===== src/rtl/pong_pkg.sv =====
// pong_pkg: colours and FSM state encodings shared by the animated Pong renderer.
package pong_pkg;
    localparam logic [11:0] WALL_RGB  = 12'hF00;
    localparam logic [11:0] PAD_RGB   = 12'h0F0;
    localparam logic [11:0] BALL_RGB  = 12'h00F;
    localparam logic [11:0] HWALL_RGB = 12'h00F;
    localparam logic [11:0] BG_RGB    = 12'hFF0;
    localparam logic SERVE = 1'b0;
    localparam logic PLAY  = 1'b1;
endpackage


===== src/rtl/pong_paddle_ctrl.sv =====
// pong_paddle_ctrl: once-per-frame paddle movement, clamped between the top and bottom walls.
module pong_paddle_ctrl #(
    parameter int V_ACTIVE = 480,
    parameter int WALL_T   = 6,
    parameter int PAD_H    = 72,
    parameter int PAD_V    = 4
) (
    input  logic       clk,
    input  logic       reset_n,
    input  logic       tick,
    input  logic       btn_up,
    input  logic       btn_dn,
    output logic [9:0] pad_y
);
    localparam logic [9:0] Y_MIN = 10'(WALL_T);
    localparam logic [9:0] Y_MAX = 10'(V_ACTIVE - WALL_T - PAD_H);
    localparam logic [9:0] Y_RST = 10'((V_ACTIVE - PAD_H) / 2);
    localparam logic [9:0] STEP  = 10'(PAD_V);

    logic [9:0] pad_y_q, pad_y_d;

    always_comb begin
        pad_y_d = pad_y_q;
        if (tick && btn_up && !btn_dn)
            pad_y_d = (pad_y_q < Y_MIN + STEP) ? Y_MIN : pad_y_q - STEP;
        else if (tick && btn_dn && !btn_up)
            pad_y_d = (pad_y_q + STEP > Y_MAX) ? Y_MAX : pad_y_q + STEP;
    end

    always_ff @(posedge clk or negedge reset_n)
        if (!reset_n) pad_y_q <= Y_RST;
        else          pad_y_q <= pad_y_d;

    assign pad_y = pad_y_q;
endmodule


===== src/rtl/pong_anim_graph.sv =====
// pong_anim_graph: animated Pong object renderer; ball/paddle state advances once per frame
// during vertical blanking and the pixel colour is registered for the VGA output stage.
module pong_anim_graph
    import pong_pkg::*;
#(
    parameter int H_ACTIVE     = 640,
    parameter int V_ACTIVE     = 480,
    parameter int WALL_T       = 6,
    parameter int LWALL_L      = 32,
    parameter int LWALL_R      = 35,
    parameter int PAD_L        = 600,
    parameter int PAD_W        = 4,
    parameter int PAD_H        = 72,
    parameter int PAD_V        = 4,
    parameter int BALL_SIZE    = 8,
    parameter int BALL_V       = 2,
    parameter int SERVE_FRAMES = 60
) (
    input  logic        clk,
    input  logic        reset_n,
    input  logic        video_on,
    input  logic [9:0]  pixel_x,
    input  logic [9:0]  pixel_y,
    input  logic        btn_up,
    input  logic        btn_dn,
    output logic [11:0] rgb,
    output logic        hit,
    output logic        miss
);
    localparam int CW = $clog2(SERVE_FRAMES);
    localparam logic [CW-1:0] SERVE_LAST = CW'(SERVE_FRAMES - 1);
    localparam logic [9:0]  BX0   = 10'((H_ACTIVE - BALL_SIZE) / 2);
    localparam logic [9:0]  BY0   = 10'((V_ACTIVE - BALL_SIZE) / 2);
    localparam logic [9:0]  V     = 10'(BALL_V);
    localparam logic [9:0]  Y_MIN = 10'(WALL_T);
    localparam logic [9:0]  Y_MAX = 10'(V_ACTIVE - WALL_T - BALL_SIZE);
    localparam logic [9:0]  X_MIN = 10'(LWALL_R + 1);
    localparam logic [9:0]  X_HIT = 10'(PAD_L - BALL_SIZE);

    logic [11:0] rgb_q, rgb_d;
    logic        hit_q, hit_d, miss_q, miss_d, cond_q;
    logic [9:0]  ball_x_q, ball_x_d, ball_y_q, ball_y_d, pad_y;
    logic        dir_x_q, dir_x_d, dir_y_q, dir_y_d, state_q, state_d;
    logic [CW-1:0] serve_cnt_q, serve_cnt_d;
    logic [10:0] bx, by, py, px, pyy;
    logic        cond, tick, mv, top_c, bot_c, left_c, hit_c, miss_c;
    logic        in_lw, in_pad, in_ball, in_hw;

    assign cond = (pixel_x == '0) && (pixel_y == 10'(V_ACTIVE));
    assign tick = cond && !cond_q;
    assign mv   = tick && (state_q == PLAY);

    // all bounds are compared at 11 bits so the additions cannot wrap
    assign bx  = {1'b0, ball_x_q};
    assign by  = {1'b0, ball_y_q};
    assign py  = {1'b0, pad_y};
    assign px  = {1'b0, pixel_x};
    assign pyy = {1'b0, pixel_y};

    assign top_c  = !dir_y_q && by < 11'(WALL_T + BALL_V);
    assign bot_c  = dir_y_q && by + 11'(BALL_SIZE + BALL_V) > 11'(V_ACTIVE - WALL_T);
    assign left_c = !dir_x_q && bx < 11'(LWALL_R + 1 + BALL_V);
    assign hit_c  = dir_x_q && bx + 11'(BALL_SIZE - 1 + BALL_V) >= 11'(PAD_L)
                 && bx <= 11'(PAD_L + PAD_W - 1)
                 && by + 11'(BALL_SIZE - 1) >= py && by <= py + 11'(PAD_H - 1);
    assign miss_c = dir_x_q && !hit_c && bx + 11'(BALL_SIZE + BALL_V) > 11'(H_ACTIVE);

    pong_paddle_ctrl #(
        .V_ACTIVE(V_ACTIVE), .WALL_T(WALL_T), .PAD_H(PAD_H), .PAD_V(PAD_V)
    ) u_pad (
        .clk(clk), .reset_n(reset_n), .tick(tick),
        .btn_up(btn_up), .btn_dn(btn_dn), .pad_y(pad_y)
    );

    always_comb begin
        state_d     = state_q;
        serve_cnt_d = serve_cnt_q;
        ball_x_d    = ball_x_q;
        ball_y_d    = ball_y_q;
        dir_x_d     = dir_x_q;
        dir_y_d     = dir_y_q;
        hit_d       = mv && hit_c;
        miss_d      = mv && miss_c;
        if (tick && state_q == SERVE) begin
            serve_cnt_d = (serve_cnt_q == SERVE_LAST) ? '0 : serve_cnt_q + CW'(1);
            state_d     = (serve_cnt_q == SERVE_LAST) ? PLAY : SERVE;
        end
        if (mv) begin
            ball_y_d = top_c ? Y_MIN : bot_c ? Y_MAX : dir_y_q ? ball_y_q + V : ball_y_q - V;
            dir_y_d  = top_c ? 1'b1 : bot_c ? 1'b0 : dir_y_q;
            ball_x_d = left_c ? X_MIN : hit_c ? X_HIT : dir_x_q ? ball_x_q + V : ball_x_q - V;
            dir_x_d  = left_c || (dir_x_q && !hit_c);
            if (miss_c) begin
                ball_x_d = BX0;
                ball_y_d = BY0;
                dir_x_d  = 1'b1;
                dir_y_d  = 1'b1;
                state_d  = SERVE;
            end
        end
    end

    assign in_lw   = px >= 11'(LWALL_L) && px <= 11'(LWALL_R);
    assign in_pad  = px >= 11'(PAD_L) && px <= 11'(PAD_L + PAD_W - 1)
                  && pyy >= py && pyy <= py + 11'(PAD_H - 1);
    assign in_ball = px >= bx && px <= bx + 11'(BALL_SIZE - 1)
                  && pyy >= by && pyy <= by + 11'(BALL_SIZE - 1);
    assign in_hw   = pyy < 11'(WALL_T) || pyy >= 11'(V_ACTIVE - WALL_T);

    always_comb
        rgb_d = !video_on ? 12'h000 : in_lw ? WALL_RGB : in_pad ? PAD_RGB
              : in_ball ? BALL_RGB : in_hw ? HWALL_RGB : BG_RGB;

    always_ff @(posedge clk or negedge reset_n)
        if (!reset_n) begin
            rgb_q       <= '0;
            hit_q       <= 1'b0;
            miss_q      <= 1'b0;
            cond_q      <= 1'b0;
            ball_x_q    <= BX0;
            ball_y_q    <= BY0;
            dir_x_q     <= 1'b1;
            dir_y_q     <= 1'b1;
            state_q     <= SERVE;
            serve_cnt_q <= '0;
        end else begin
            rgb_q       <= rgb_d;
            hit_q       <= hit_d;
            miss_q      <= miss_d;
            cond_q      <= cond;
            ball_x_q    <= ball_x_d;
            ball_y_q    <= ball_y_d;
            dir_x_q     <= dir_x_d;
            dir_y_q     <= dir_y_d;
            state_q     <= state_d;
            serve_cnt_q <= serve_cnt_d;
        end

    assign rgb  = rgb_q;
    assign hit  = hit_q;
    assign miss = miss_q;
endmodule


===== config.mk =====
export PLATFORM = sky130hd
export DESIGN_NAME = pong_anim_graph
export DESIGN_NICKNAME = d
export VERILOG_FILES = /design/src/rtl/pong_pkg.sv /design/src/rtl/pong_paddle_ctrl.sv /design/src/rtl/pong_anim_graph.sv
export SDC_FILE = /design/constraint.sdc
export NUM_CORES = 1
export LEC_CHECK = 0
export CAP_MARGIN = 40
export CELL_PAD_IN_SITES_DETAIL_PLACEMENT = 1
export CELL_PAD_IN_SITES_GLOBAL_PLACEMENT = 2
export CORE_MARGIN = 2
export CORE_UTILIZATION = 40
export DETAILED_ROUTE_END_ITERATION = 10
export PLACE_DENSITY_LB_ADDON = 0.1
export SLEW_MARGIN = 15
export SYNTH_ARGS = -nofsm -noshare
export SYNTH_HDL_FRONTEND = slang
export SYNTH_HIERARCHICAL = 1
export SYNTH_SLANG_ARGS = --single-unit
export TNS_END_PERCENT = 1

===== constraint.sdc =====
create_clock -name clk -period 8.1 [get_ports clk]
set_input_delay 1.215 -clock clk [delete_from_list [all_inputs] [get_ports clk]]
set_output_delay 1.215 -clock clk [all_outputs]
set_load 0.02 [all_outputs]

==> qor.csv <==
stage,metric,value,unit
worst_hold_path,hold path startpoint,serve_cnt_q[4],
synthesis,Post-Syn Nets,804,
drt,initial DRC count,249,
placement,port buffer count,38,
layout,Area Growth Syn to Fin,9.73,%
critical_path,"Max stage delay cell, worst path",clkdlybuf4s50_1,
drt,DRC errors left,0,
critical_path,Critical Path RT,8.32,ns
critical_path,worst-path fanout max,11,
critical_path,reg2reg start,ball_y_q[1],
synthesis,"count leader, synth",ha_1,
critical_path,Setup crit end kind,flop,
layout,Multi-input gate area,0.00436,sq mm
critical_path,crit-path most repeated cell,nand2_1,
global_route,vias in the first global route,5555,
worst_hold_path,worst min path class,flop to flop,
die,DIE AREA,0.0155,sq mm
outcome,status,"complete, no violations",
critical_path,flop-to-flop setup slack,4.49,ns
clock_tree,root buffer cell,clkbuf_16,
power,LEAKAGE,2.70,nW
timing,Fmax,265,MHz
synthesis,Cells after Synth,677,
clock_tree,Clock Sinks,42,
die,Vert. Die Dim,125,microns
worst_hold_path,sink of the worst hold path,serve_cnt_q[4],
synthesis,dominant cells by area after synthesis,"ha_1 21%, dfrtp_1 11%, dfstp_2 7.2%",
drt,Via-to-Cell Ratio,5.99,
layout,Post-Layout Cell Count,884,
layout,NumNets Final,826,
synthesis,mapped cell area,0.00583,sq mm
timing,slew margin rel.,0.553,
clock_tree,CTS Buffer Depth,2,
clock_tree,CTS tree,built,
drt,vias,5297,
synthesis,Yosys top cell area share,0.215,
timing,post-route clock period utilization,0.466,
die,total core area,0.0144,sq mm
global_route,first-pass GRT wire length,29700,microns
drt,drt total wl,18300,microns
clock_tree,clock-pin transition on the worst setup and hold timing paths,0.07,ns
worst_hold_path,Hold Path Cell Cnt,1,
clock_tree,Inserted Clock Buffers,5,
drt,drt pass-1 iters,4,
clock_tree,CTS H-tree depth,2,
critical_path,worst path cell trace,"clkdlybuf4s50_1, nor4b_2, nand3_2, nor3_1, buf_4, nand2_1, nor2_1, nand2_1, and4b_1, a21oi_1, o21ai_0",
critical_path,Critical Path Source Type,input port,
clock_tree,Setup Buffers After CTS,0,
global_route,initial antenna violation count,0,
timing,TNS Setup,0,ns
synthesis,#FFs+latches synth,42,
timing,endpoints failing hold,0,
synthesis,Mean Syn Cell Area,8.61,sq um
global_route,largest net degree at the start of global routing,33,
synthesis,synth unique cells,89,
critical_path,worst r2r dst,ball_x_q[7],
timing,minimum clock period,3.77,ns
die,initial core utilization,0.406,
die,die width,125,microns
power,power per cell area,79.6,mW/mm^2
global_route,GRT overflow,0,
drt,WL per Instance,20.7,microns
timing,fin. max-slew vios,0,
synthesis,synth cell count leaders,"100 x ha_1, 50 x nand2_1, 49 x a21oi_1",
placement,dpl hpwl,15000,microns
synthesis,ys async rst share,1.00,
synthesis,synth warn,6,
drt,Final ANT Viol Nets,0,
timing,Setup Viol. Count Final,0,
layout,antenna cell count,0,
critical_path,WP data arrival,4.00,ns
global_route,GRT Total Usage,0.237,
synthesis,Post-synth EDFFs,0,
synthesis,largest area contributor in the synthesized netlist,ha_1,
job,total of max-cap violations,0,
critical_path,CP max stage delay,0.68,ns
layout,register area,0.00107,sq mm
die,Ports,39,
placement,GPL Wtd Cong,0.874,
clock_tree,Post-CTS Resized,0,
timing,RSZ-0062 raised after global routing,no,
die,Rows,44,
layout,fillers,1725,
layout,layout cells sized above 1,0.0986,
clock_tree,# hold bufs at CTS,0,
timing,Layout Skew,0.00724,ns
synthesis,Main synth FF type,dfrtp_1,
critical_path,Worst Reg2Reg Path Length in Cells,12,
power,maximum VDD drop,0.0709,mV
critical_path,Crit Path Category,input port to flop,
clock_tree,Skew-Pair Late Insertion Delay,0.30,ns
synthesis,sequential share of the synthesized area,0.184,
placement,dpl cells,876,
timing,worst-margin pin slew,0.653,ns
per-stage QoR:
step                      hold WS, ns  setup slack [ns]  utilization  area (sq um)  power, W
after floorplan                 0.445              4.89            -          5830  0.000259
after global routing            0.518              4.14        0.445          6390  0.000530
after global placement          0.465              4.16        0.433          6230  0.000296
after CTS                       0.505              4.35        0.445          6390  0.000514
after detailed placement        0.493              4.06        0.435          6250  0.000300
final                           0.492              4.33        0.445          6390  0.000509
per-layer routing:
metal | global-route usage | up-vias | share of wire
li1 | - | 2599 | -
met2 | 0.402 | 92 | 0.47
met1 | 0.320 | 2590 | 0.49
met4 | 0.0496 | 0 | 0.014
met5 | 0 | - | 0
met3 | 0.0331 | 16 | 0.033
logic make-up after synthesis:
| family | share of synthesized area |
|---|---|
| AND/OR/NAND/NOR | 0.223 |
| AO/OA/AOI/OAI | 0.238 |
| adder cells (fa/ha/maj) | 0.222 |
| buffers and inverters | 0.0687 |
| flip-flops | 0.184 |
| XOR/XNOR | 0.0541 |
| multiplexers | 0.0101 |
| other | 0.000644 |
power breakdown:
group | internal [W] | switching [W]
registers | 0.000211 | 0.000000970
logic | 0.0000375 | 0.0000469
clock network | 0.000115 | 0.0000979
flip-flops by register name, summed over array words and instances (netlist names):
signal / cells
miss: 1
cond_q: 1
u_pad/pad_y: 9
hit: 1
state_q: 1
dir_x_q: 1
dir_y_q: 1
ball_y_q: 9
rgb: 3
serve_cnt_q: 6
ball_x_q: 9
worst max-delay path by stage:
stage / start / endpoint / slack [ns]
2_1_floorplan: pixel_x[6] / u_pad/pad_y[4] / 4.89
6_report: pixel_y[5] / u_pad/pad_y[7] / 4.33
4_1_cts: pixel_y[5] / u_pad/pad_y[7] / 4.35
5_1_grt: pixel_y[5] / u_pad/pad_y[7] / 4.14
3_5_place_dp: pixel_y[5] / u_pad/pad_y[7] / 4.06
3_3_place_gp: pixel_x[6] / u_pad/pad_y[7] / 4.16
critical path, delay by kind of cell:
family	cells	cell delay, ns
compound gates	2	0.20
simple gates	7	1.71
buf+inv	2	0.87
layout by cell type (no fill, tap or decap), drive strengths merged, types with 17 or more instances in the layout:
cell type,count
a21o,17
a21oi,50
xnor2,28
nand3,26
nand4,21
nor3,22
nor2,27
inv,50
nand2,50
ha,100
o21ai,36
dfrtp,26
clkdlybuf4s50,37
area by class of cell:
cell class / count / area share
clock buffers: 5 / 0.0196
clock inverters: 3 / 0.00333
repair buffers: 40 / 0.0630
well taps: 184 / 0.0360
inverters: 50 / 0.0294
flip-flops and latches: 42 / 0.168
multi-input cells: 560 / 0.681
No activity file was read; power rests on OpenSTA's default activity.
